File: src/rtl/tinker_io_ports.sv
// Multi-channel buffered I/O controller for the Tinker core: per-channel input/output FIFOs.
// Optional stall timeout is enabled by defining TINKER_IO_TIMEOUT_EN.
module tinker_io_ports #(
    parameter int unsigned DATA_W    = 64,
    parameter int unsigned NUM_PORTS = 4,
    parameter int unsigned DEPTH     = 4,
    parameter int unsigned TIMEOUT   = 255
) (
    input  logic                          clk,
    input  logic                          reset,
    input  logic                          req_valid,
    output logic                          req_ready,
    input  logic                          req_write,
    input  logic [4:0]                    req_port,
    input  logic [DATA_W-1:0]             req_data,
    output logic                          resp_valid,
    output logic [DATA_W-1:0]             resp_data,
    output logic                          resp_error,
    input  logic [NUM_PORTS-1:0]          in_valid,
    output logic [NUM_PORTS-1:0]          in_ready,
    input  logic [NUM_PORTS*DATA_W-1:0]   in_data,
    output logic [NUM_PORTS-1:0]          out_valid,
    input  logic [NUM_PORTS-1:0]          out_ready,
    output logic [NUM_PORTS*DATA_W-1:0]   out_data
);
    localparam int unsigned PORT_W = (NUM_PORTS > 1) ? $clog2(NUM_PORTS) : 1;
    localparam int unsigned PTR_W  = $clog2(DEPTH);
    localparam int unsigned CNT_W  = PTR_W + 1;

    typedef enum logic [1:0] {StIdle, StWait, StResp} state_e;

    state_e                r_state, w_state_next;
    logic                  r_write;
    logic [4:0]            r_port;
    logic [DATA_W-1:0]     r_data;
    logic [DATA_W-1:0]     r_resp_data, w_resp_data_next;
    logic                  r_resp_error, w_resp_error_next;

    logic                  w_write;
    logic [4:0]            w_port;
    logic [DATA_W-1:0]     w_data;
    logic [PORT_W-1:0]     w_idx;
    logic                  w_legal;
    logic                  w_active;
    logic                  w_core_push;
    logic                  w_core_pop;
    logic                  w_timeout;

    logic [NUM_PORTS-1:0]             w_in_empty;
    logic [NUM_PORTS-1:0]             w_out_full;
    logic [NUM_PORTS-1:0]             w_in_push, w_in_pop, w_out_push, w_out_pop;
    logic [NUM_PORTS-1:0][DATA_W-1:0] w_in_head;

    // In IDLE the live request is decided on directly; in WAIT the latched copy is retried.
    assign w_write  = (r_state == StIdle) ? req_write : r_write;
    assign w_port   = (r_state == StIdle) ? req_port  : r_port;
    assign w_data   = (r_state == StIdle) ? req_data  : r_data;
    assign w_idx    = w_port[PORT_W-1:0];
    assign w_legal  = ({27'd0, w_port} < NUM_PORTS);
    assign w_active = ((r_state == StIdle) && req_valid) || (r_state == StWait);

    assign w_core_push = w_active && w_legal && w_write && !w_out_full[w_idx];
    assign w_core_pop  = w_active && w_legal && !w_write && !w_in_empty[w_idx];

    assign req_ready  = (r_state == StIdle);
    assign resp_valid = (r_state == StResp);
    assign resp_data  = r_resp_data;
    assign resp_error = r_resp_error;

`ifdef TINKER_IO_TIMEOUT_EN
    localparam int unsigned TO_W = $clog2(TIMEOUT + 1);

    logic [TO_W-1:0] r_wait_cnt;

    always_ff @(posedge clk or negedge reset) begin
        if (!reset) begin
            r_wait_cnt <= '0;
        end else if (r_state != StWait) begin
            r_wait_cnt <= '0;
        end else begin
            r_wait_cnt <= r_wait_cnt + TO_W'(1);
        end
    end

    assign w_timeout = (r_state == StWait) && (r_wait_cnt == TO_W'(TIMEOUT - 1));
`else
    assign w_timeout = 1'b0;
`endif

    always_ff @(posedge clk or negedge reset) begin
        if (!reset) begin
            r_state      <= StIdle;
            r_write      <= 1'b0;
            r_port       <= '0;
            r_data       <= '0;
            r_resp_data  <= '0;
            r_resp_error <= 1'b0;
        end else begin
            r_state      <= w_state_next;
            r_resp_data  <= w_resp_data_next;
            r_resp_error <= w_resp_error_next;
            if ((r_state == StIdle) && req_valid) begin
                r_write <= req_write;
                r_port  <= req_port;
                r_data  <= req_data;
            end
        end
    end

    always_comb begin
        w_state_next      = r_state;
        w_resp_data_next  = r_resp_data;
        w_resp_error_next = r_resp_error;
        unique case (r_state)
            StIdle, StWait: begin
                if (w_active) begin
                    if (!w_legal || w_timeout) begin
                        w_state_next      = StResp;
                        w_resp_data_next  = '0;
                        w_resp_error_next = 1'b1;
                    end else if (w_core_push) begin
                        w_state_next      = StResp;
                        w_resp_data_next  = '0;
                        w_resp_error_next = 1'b0;
                    end else if (w_core_pop) begin
                        w_state_next      = StResp;
                        w_resp_data_next  = w_in_head[w_idx];
                        w_resp_error_next = 1'b0;
                    end else begin
                        w_state_next = StWait;
                    end
                end
            end
            StResp: begin
                w_state_next      = StIdle;
                w_resp_data_next  = '0;
                w_resp_error_next = 1'b0;
            end
            default: begin
                w_state_next = StIdle;
            end
        endcase
    end

    for (genvar g = 0; g < NUM_PORTS; g++) begin : g_ch
        logic [DATA_W-1:0] r_in_mem  [DEPTH];
        logic [DATA_W-1:0] r_out_mem [DEPTH];
        logic [PTR_W-1:0]  r_in_wr, r_in_rd, r_out_wr, r_out_rd;
        logic [CNT_W-1:0]  r_in_cnt, r_out_cnt;

        // Full/empty use registered counts only, so a same-cycle pop never frees a slot.
        assign in_ready[g]   = (r_in_cnt != CNT_W'(DEPTH));
        assign w_in_empty[g] = (r_in_cnt == '0);
        assign w_out_full[g] = (r_out_cnt == CNT_W'(DEPTH));
        assign out_valid[g]  = (r_out_cnt != '0);

        assign w_in_push[g]  = in_valid[g] && in_ready[g];
        assign w_in_pop[g]   = w_core_pop && (w_idx == PORT_W'(g));
        assign w_out_push[g] = w_core_push && (w_idx == PORT_W'(g));
        assign w_out_pop[g]  = out_valid[g] && out_ready[g];

        assign w_in_head[g] = r_in_mem[r_in_rd];
        assign out_data[g*DATA_W +: DATA_W] = out_valid[g] ? r_out_mem[r_out_rd] : '0;

        always_ff @(posedge clk) begin
            if (w_in_push[g]) begin
                r_in_mem[r_in_wr] <= in_data[g*DATA_W +: DATA_W];
            end
            if (w_out_push[g]) begin
                r_out_mem[r_out_wr] <= w_data;
            end
        end

        always_ff @(posedge clk or negedge reset) begin
            if (!reset) begin
                r_in_wr   <= '0;
                r_in_rd   <= '0;
                r_in_cnt  <= '0;
                r_out_wr  <= '0;
                r_out_rd  <= '0;
                r_out_cnt <= '0;
            end else begin
                if (w_in_push[g])  r_in_wr  <= r_in_wr + PTR_W'(1);
                if (w_in_pop[g])   r_in_rd  <= r_in_rd + PTR_W'(1);
                if (w_out_push[g]) r_out_wr <= r_out_wr + PTR_W'(1);
                if (w_out_pop[g])  r_out_rd <= r_out_rd + PTR_W'(1);
                r_in_cnt  <= r_in_cnt + CNT_W'(w_in_push[g]) - CNT_W'(w_in_pop[g]);
                r_out_cnt <= r_out_cnt + CNT_W'(w_out_push[g]) - CNT_W'(w_out_pop[g]);
            end
        end
    end

endmodule

File: config.mk
export PLATFORM = sky130hd
export DESIGN_NAME = tinker_io_ports
export DESIGN_NICKNAME = d
export VERILOG_FILES = /design/src/rtl/tinker_io_ports.sv
export SDC_FILE = /design/constraint.sdc
export NUM_CORES = 2
export LEC_CHECK = 0
export BUFFER_PORTS_ARGS = -buffer_cell sky130_fd_sc_hd__buf_2
export CAP_MARGIN = 10
export CELL_PAD_IN_SITES_DETAIL_PLACEMENT = 1
export CELL_PAD_IN_SITES_GLOBAL_PLACEMENT = 1
export CORE_UTILIZATION = 52
export CTS_CLUSTER_SIZE = 16
export DETAILED_ROUTE_END_ITERATION = 8
export HOLD_SLACK_MARGIN = 0.02
export PLACE_DENSITY = 0.85
export SYNTH_ARGS = -nofsm -noshare
export SYNTH_HDL_FRONTEND = slang
export SYNTH_SLANG_ARGS = --single-unit
File: constraint.sdc
create_clock -name clk -period 8 [get_ports clk]
set_input_delay 0.4 -clock clk [delete_from_list [all_inputs] [get_ports clk]]
set_output_delay 0.4 -clock clk [all_outputs]
set_load 0.05 [all_outputs]
==> results_dict.tcl <==
set metrics [dict create \
    placed_cell_area_sq_mm 0.09155 \
    viasPerCell 6.588 \
    fp.dieW_um 408.1 \
    first_global_vias 50710 \
    syn_avg_cell_area_sq_um 21.74 \
    post-synth-top-count-cell "edfxtp_1" \
    instances_no_fill 7418 \
    post-route-cell-area_sq_mm 0.1019 \
    ys_seq_area_frac 0.7735 \
    crit_chain "or2_4 > inv_4 > buf_4 > o21a_2 > o22a_1 > nand4_1 > nor2_1 > and2_4" \
    ctsHoldBuffers 330 \
    cp_data_arrival_time_ns 5.45 \
    p_leak_nw 34.54 \
    clk_pin_slew_worst_paths_ns 0.06 \
    synth_top_area_share 0.7172 \
    drc 0 \
    crit_fanout 64 \
    cts_buffers 215 \
    final_nets 5400 \
    area_growth_pct 18.84 \
    synth.ff_latch_count 2241 \
    yosysUniqueCellTypes 47 \
    final.setup_skew_ns 0.06492 \
    synthArstFlopShare 0.08612 \
    grt_max_degree 88 \
    synth_area_sq_mm 0.08575 \
    max_freq_ghz 0.1996 \
    syn_inst 3944 \
    path_class "reg2reg" \
    die-area_sq_mm 0.1665 \
    clock_latency_ns 0.87 \
    yosys_warnings 0 \
    end_kind "flop" \
    antenna_found_initial 91 \
    ctsHtreeMaxLevel 4 \
    rsz0062_at_grt "false" \
    synth_nets 4337 \
    dp_hpwl_um 158400 \
    crit_path_top_delay_cell "and2_4" \
    place_inst 6635 \
    wl_um 293000 \
    status "finished, final reports clean" \
    ant_nets 0 \
    root_buffer "clkbuf_16" \
    grt_usage 0.3489 \
    cts_resized 0 \
    ios 668 \
    drv_cap 0 \
    cp-start-kind "flop" \
    start_util 0.5256 \
    drive_above_1_share 0.3401 \
    setup_viol 0 \
    path_buf_inv 2 \
    ir_worst_vdd_v 0.0004526 \
    maxSlewViolCount 0 \
    layout_min_cycle_time_ns 5.009 \
    cp_top_family "simple AND/OR/NAND/NOR gates" \
    grt_remaining_overflow 0 \
    worst_slew_pin_slew_ns 1.400 \
    cts.sinks 2241 \
    grt_first_pass_wirelength_um 404100 \
    synth_ff_type "edfxtp_1" \
    cts_tree "yes" \
    hold_viol 0 \
    wire_per_inst_um 39.50 \
    core_area_sq_mm 0.1631 \
    synth_top_cells_by_area "edfxtp_1, mux4_2, dfrtp_1, and2_1, mux2_2" \
    worstPathRequired_ns 8.44 \
    cts_buffer_depth 3 \
    synth_top_area_cell "edfxtp_1" \
    hp-class "in2reg" \
    drtIter0Drc 7240 \
    post-cts-setup-buffer-count 0 \
    cpPeakStageDelay_ns 0.97 \
    vias 48870 \
    power_density_mw_per_mm2 390.9 \
    first_pass_iters 6 \
    max_slew_margin 0.06642 \
    synthTopCellsByCount "edfxtp_1, mux4_2, and2_1, dfrtp_1, mux2_2" \
    synth_enable_flop_cells 2048 \
    period_share 0.6262 \
    final.setup.tns_ns 0 \
    gp_congestion 0.8712 \
    dieHeight_um 408.1 \
    io_buffer_count 667 \
    rows 148 \
]
[stage by stage]
step / power, mW / util / setup WS [ns] / hold WS [ns]
6_report: 39.84 / 0.6247 / 2.991 / 0.07827
2_1_floorplan: 24.27 / - / 4.300 / 0.1044
4_1_cts: 39.20 / 0.6238 / 2.997 / 0.02599
5_1_grt: 40.51 / 0.6244 / 2.776 / 0.06105
3_5_place_dp: 28.80 / 0.5612 / 3.099 / 0.4789
3_3_place_gp: 28.31 / 0.5612 / 3.249 / 0.4531
[placed cells by master (no fill, tap or decap), types with 84 or more instances in the layout]
master         count
mux4_2           512
buf_2            666
edfxtp_1        2048
mux2_2           137
dfrtp_1          177
o22ai_1          129
nand2_1           84
dlygate4sd3_1    330
clkbuf_16        215
and2_1           260
[kinds of logic (layout without fill, tap and decap cells)]
group                    count (synthesis)  after routing  share of synthesized area
flip-flops                            2241           2241                     0.7735
multiplexers                           649            649                     0.1525
AND/OR/NAND/NOR                        489            489                    0.03287
buffers and inverters                  256           1499                    0.01248
AO/OA/AOI/OAI                          213            213                    0.01576
adder cells (fa/ha/maj)                 56             56                   0.008871
XOR/XNOR                                40             40                   0.004085
other                                    0             56                          0
[flip-flops by register name, summed over array words and instances, names as in the netlist, 8 cells and up]
register,flops
g_ch.r_in_cnt,12
g_ch.r_in_mem,1024
g_ch.r_in_rd,8
g_ch.r_in_wr,8
g_ch.r_out_cnt,12
g_ch.r_out_mem,1024
g_ch.r_out_rd,8
g_ch.r_out_wr,8
r_data,64
resp_data,64
[area by class of cell]
cell class	instances	area, sq um
Tap cell	2175	2721
Clock inverter	112	1122
Inverter	51	193.9
Timing Repair Buffer	1051	7057
Multi-Input combinational cell	1447	18510
Sequential cell	2241	66370
Antenna cell	56	140.1
Clock buffer	285	5793
Fill cell	13500	61230
[final timing paths]
path / start / to / slack [ns] / cells past startpoint
worst max-delay path: r_state[1] / g_ch[0].r_out_mem[0][37] / 2.99 / 8
worst min-delay path: in_valid[3] / g_ch[3].r_in_mem[0][13] / 0.08 / 2
worst max register to register: r_state[1] / g_ch[0].r_out_mem[0][37] / 2.99 / 8
worst min register to register: r_data[8] / r_data[8] / 0.50 / 1
max in group asynchronous: reset / g_ch[3].r_in_rd[0] / 6.03 / 3
min in group asynchronous: reset / resp_data[43] / 0.22 / 2
[metal layers]
metal  wire [um]  up-vias  GRT usage
li1            -    18280          -
met2      145000     4217     0.5785
met5         638        -   0.002011
met4       18670       88     0.1878
met3       34200      912    0.09613
met1       94510    25370     0.4161
[where the power goes]
group	leakage [nW]	switching, mW	internal [mW]
clock network	3.38	4.80	5.61
logic	10.2	9.48	4.23
registers	21.0	1.03	14.7
[worst reg2reg max path, cell delays in order, from the launching register on]
cell	delay [ns]
dfrtp_1	0.45
or2_4	0.31
inv_4	0.37
buf_4	0.71
o21a_2	0.51
o22a_1	0.20
nand4_1	0.32
nor2_1	0.56
and2_4	0.97
(Power assumes the default switching activity.)
